### config.mk
export PLATFORM = sky130hd
export DESIGN_NAME = conv_encoder
export DESIGN_NICKNAME = d
export VERILOG_FILES = /design/src/rtl/conv_encoder.sv
export SDC_FILE = /design/constraint.sdc
export NUM_CORES = 1
export LEC_CHECK = 0
export BUFFER_PORTS_ARGS = -buffer_cell sky130_fd_sc_hd__buf_2
export CAP_MARGIN = 40
export CORE_UTILIZATION = 51
export CTS_BUF_LIST = sky130_fd_sc_hd__clkbuf_16
export CTS_CLUSTER_SIZE = 14
export DETAILED_ROUTE_END_ITERATION = 10
export PLACE_DENSITY_LB_ADDON = 0.12
export SYNTH_ARGS = -nofsm -noshare
export SYNTH_HDL_FRONTEND = slang
export SYNTH_SLANG_ARGS = --single-unit
### constraint.sdc
create_clock -name clk -period 2.6 [get_ports clk]
set_input_delay 0.13 -clock clk [delete_from_list [all_inputs] [get_ports clk]]
set_output_delay 0.13 -clock clk [all_outputs]
set_load 0.02 [all_outputs]
### src/rtl/conv_encoder.sv
// Rate-1/r convolutional encoder: encodes a message MSB-first, streams symbols,
// assembles the codeword and exports the expected-parity trellis table.
module conv_encoder #(
  parameter int r      = 2,
  parameter int K      = 3,
  parameter int lenout = 5,
  parameter int lenin  = 10,
  parameter logic [K-1:0] G0 = 3'b111,
  parameter logic [K-1:0] G1 = 3'b101
) (
  input  logic                          clk,
  input  logic                          rst,
  input  logic                          start,
  input  logic [lenout-1:0]             msgin,
  output logic                          busy,
  output logic [r-1:0]                  sym_out,
  output logic                          sym_valid,
  output logic [lenin-1:0]              codeout,
  output logic                          finish,
  output logic [(1<<(K-1))*2*r-1:0]     states
);

  localparam int NS = 1 << (K - 1);
  localparam int TW = NS * 2 * r;
  localparam int CW = (lenout > 1) ? $clog2(lenout) : 1;
  localparam logic [CW-1:0] LAST = CW'(lenout - 1);

  // Table field (s<<1)|b holds the symbol emitted from state s on input bit b.
  function automatic logic [TW-1:0] build_table();
    logic [TW-1:0] t;
    logic [K-1:0]  w;
    t = '0;
    for (int s = 0; s < NS; s++) begin
      for (int b = 0; b < 2; b++) begin
        w = {b[0], s[K-2:0]};
        t[((s << 1) | b) * r +: r] = {^(w & G0), ^(w & G1)};
      end
    end
    return t;
  endfunction

  localparam logic [TW-1:0] C_TABLE = build_table();

  typedef enum logic [1:0] {IDLE, ENC, DONE} state_t;

  state_t            r_state, w_next;
  logic [lenout-1:0] r_msg;
  logic [K-2:0]      r_s;
  logic [CW-1:0]     r_cnt;
  logic [r-1:0]      r_sym;
  logic              r_sym_valid;
  logic [lenin-1:0]  r_code;
  logic              r_finish;
  logic              r_busy;
  logic [TW-1:0]     r_states;
  logic [K-1:0]      w_win;
  logic [r-1:0]      w_sym;

  assign w_win = {r_msg[lenout-1], r_s};
  assign w_sym = {^(w_win & G0), ^(w_win & G1)};

  always_ff @(posedge clk) begin
    if (rst) r_state <= IDLE;
    else     r_state <= w_next;
  end

  always_comb begin
    w_next = r_state;
    case (r_state)
      IDLE:    if (start) w_next = ENC;
      ENC:     if (r_cnt == LAST) w_next = DONE;
      DONE:    w_next = IDLE;
      default: w_next = IDLE;
    endcase
  end

  always_ff @(posedge clk) begin
    if (rst) begin
      r_msg       <= '0;
      r_s         <= '0;
      r_cnt       <= '0;
      r_sym       <= '0;
      r_sym_valid <= 1'b0;
      r_code      <= '0;
      r_finish    <= 1'b0;
      r_busy      <= 1'b0;
    end else begin
      r_sym_valid <= 1'b0;
      r_finish    <= 1'b0;
      case (r_state)
        IDLE: if (start) begin
          r_msg  <= msgin;
          r_s    <= '0;
          r_cnt  <= '0;
          r_code <= '0;
          r_busy <= 1'b1;
        end
        ENC: begin
          r_sym       <= w_sym;
          r_sym_valid <= 1'b1;
          r_code[lenin-1-r*int'(r_cnt) -: r] <= w_sym;
          r_s         <= w_win[K-1:1];
          r_cnt       <= r_cnt + 1'b1;
          r_msg       <= {r_msg[lenout-2:0], 1'b0};
        end
        DONE: begin
          r_finish <= 1'b1;
          r_busy   <= 1'b0;
        end
        default: ;
      endcase
    end
  end

  // Constant table, registered so it is valid from the first edge on.
  always_ff @(posedge clk) r_states <= C_TABLE;

  assign busy      = r_busy;
  assign sym_out   = r_sym;
  assign sym_valid = r_sym_valid;
  assign codeout   = r_code;
  assign finish    = r_finish;
  assign states    = r_states;

endmodule

==> run summary <==
status: finished clean
GP Congestion: 0.8653
wire per inst: 13.05 um
Die Y: 53.83 um
dpl cells: 192
most frequent cell after synthesis: dfxtp_1
post_cts resized: 0
initial antenna violation count: 0
Die X: 53.83 um
CTS sink cnt: 27
ys flop type: dfxtp_1
setup slack after layout: 528.7 ps
WL final: 2558 um
Yosys cell types: 40
first-pass GRT wire length: 4133 um
Worst Path Max Fanout: 10
effective utilization at floorplan: 54.80%
Syn Inst Count: 151
share of the clock period used by the worst path: 79.66%
Clk network pwr share: 38.6%
Core ar.: 2500 um2
Max Freq: 0.4828 GHz
Synth area leader: dfxtp_1
Worst EP arrival: 2200 ps
async set-reset flop share out of synthesis: 0%
fraction of layout cells with a size suffix above 1: 17.47%
crit-path cells: inv_1, ha_1, ha_1, or3b_1, o311ai_1, a21oi_1
port bufs: 22
DR DRC count: 0
area share of the largest cell type after synthesis: 39.45%
antenna diode count: 0
ranking of synthesized cells by area: dfxtp_1, buf_4, a21oi_1, ha_1, nand3_1
GR Overflow Total: 0
depth of the most critical reg-to-reg path: 6
cell family with most CP delay: adder cells
DRT Pass-1 Iters: 4
pin count of the biggest net entering global routing: 26
Crit path largest cell delay: 480 ps
root buffer cell: clkbuf_16
dpl hpwl: 1862 um
kind of critical path: reg2reg
setup bufs post-CTS: 0
vias in the first global route: 902
CTS tree: done
Max VDD drop: 0.0005105 V
Initial DRC Count: 26
syn avg cell area: 9.073 um2
crit-path most repeated cell: ha_1
CTS H-Tree Depth: 1
clock period minus worst slack: 2071 ps
number of max-cap violations: 0
Syn. warnings: 0
sequential cell area fraction in the yosys report: 39.45%
Buf+Inv Stages, Crit Path: 1
DR vias: 1,066
Via density: 5.439
Total GRT Usage: 20.41%
CP required: 2730 ps
RSZ-0062 raised after global routing: no
crit start category: flip-flop
Hold Crit Depth: 3
Final Hold Viols: 0
die area: 2898 um2
setup TNS: 0 ps
Sw Share: 26.48%
Worst-path clk slew: 70 ps
Total Power: 0.9153 mW
Tightest Hold Check Type: in2reg
row cnt: 18
Synth Cell Area: 1370 um2
# IOs: 39
PwrDens: 620.5 nW/um2
final count of negative-setup-slack endpoints: 0
CTS buffer count: 3
nets: 179
Worst Setup End Kind: flip-flop
skew final: 2.763 ps
CTS Buffer Depth: 2
Combinational Power Share: 13.4%
DP Worst Slack: 542.1 ps
CTS hold repair buffers: 0
CP max stage cell: dfxtp_1
Clock Latency Late Sink: 260 ps
Finished Layout Cells: 196
DRT antenna net count: 0
Slew Viols, Final: 0
P_sw: 0.2424 mW
Internal: 0.6729 mW
Area growth, synth to finish: 7.671%
Pleak: 0.6346 nW
top post-synthesis cells by count: dfxtp_1, a21oi_1, buf_4
Post-synth EDFFs: 0
cell count along the critical path: 6
Yosys reg bits: 27
sequential share of power: 48.0%
==> tightest hold or removal path: cells and delay by family <==
| kind | cells | cell delay [ps] |
|---|---|---|
| and+or+nand+nor | 1 | 50 |
| buffers and inverters | 1 | 90 |
| AOI/OAI and AO/OA | 1 | 50 |
==> path summary, 6_finish.rpt <==
path | from | end | slack, ps
max | r_cnt[0] | codeout[2] | 530
min | msgin[0] | r_msg[0] | 100
max reg2reg | r_cnt[0] | codeout[2] | 530
min reg2reg | r_msg[2] | r_msg[2] | 470
==> registers in the layout, summed over array words and instances, names as in the netlist <==
signal	flops
r_state	2
finish	1
r_cnt	3
sym_out	2
r_msg	5
r_s	2
sym_valid	1
codeout	10
busy	1
==> cell families after synthesis <==
| logic type | synth area share, % |
|---|---|
| flip-flops | 39.45 |
| XOR/XNOR | 2.374 |
| multiplexers | 0.7306 |
| AO/OA/AOI/OAI | 20.46 |
| adder cells (fa/ha/maj) | 3.653 |
| buffers and inverters | 14.15 |
| other | 0.5481 |
| AND/OR/NAND/NOR | 18.63 |
==> per-layer routing <==
| layer | track usage [%] | wire [um] |
|---|---|---|
| met3 | 4.237 | 98 |
| met4 | 7.895 | 35 |
| met2 | 33.33 | 1258 |
| met5 | 0 | 0 |
| met1 | 26.08 | 1165 |
==> metrics by stage <==
| stage | hold WS, ps | cell area (um2) | utilization (%) |
|---|---|---|---|
| after detailed placement | 381.6 | 1395 | 55.81 |
| after global routing | 119.7 | 1475 | 59.01 |
| final | 100.6 | 1475 | 59.01 |
| after CTS | 104.9 | 1475 | 59.01 |
| after global placement | 377.1 | 1395 | 55.81 |
| after floorplan | 266.0 | 1423 | - |
==> area by class of cell <==
type / instances / area (um2)
timing repair buffer: 22 / 110.1
fill: 239 / 1025
inverter: 5 / 18.77
tap: 30 / 37.54
clock buffer: 3 / 75.07
clock inverter: 1 / 5.005
sequential: 27 / 540.5
multi-input combinational: 108 / 688.2
==> cells in the final DEF, fill, tap and decap left out, drive strengths merged, types with 3 or more instances in the layout <==
cell type  count
a21oi         18
ha             4
dfxtp         27
nand2         11
and3           4
inv            5
a22oi          4
nor2           4
buf           22
o211ai         5
a22o           4
nand3          9
clkbuf         3
nor3b          3
conb          16
==> power groups by stage <==
stage	registers, mW	clock network [mW]	logic [mW]
after global routing	0.442	0.373	0.139
after global placement	0.448	0	0.121
final	0.439	0.353	0.123
after CTS	0.439	0.358	0.123
after detailed placement	0.449	0	0.122
after floorplan	0.451	0	0.116
Power figures use the tool's default switching activity.
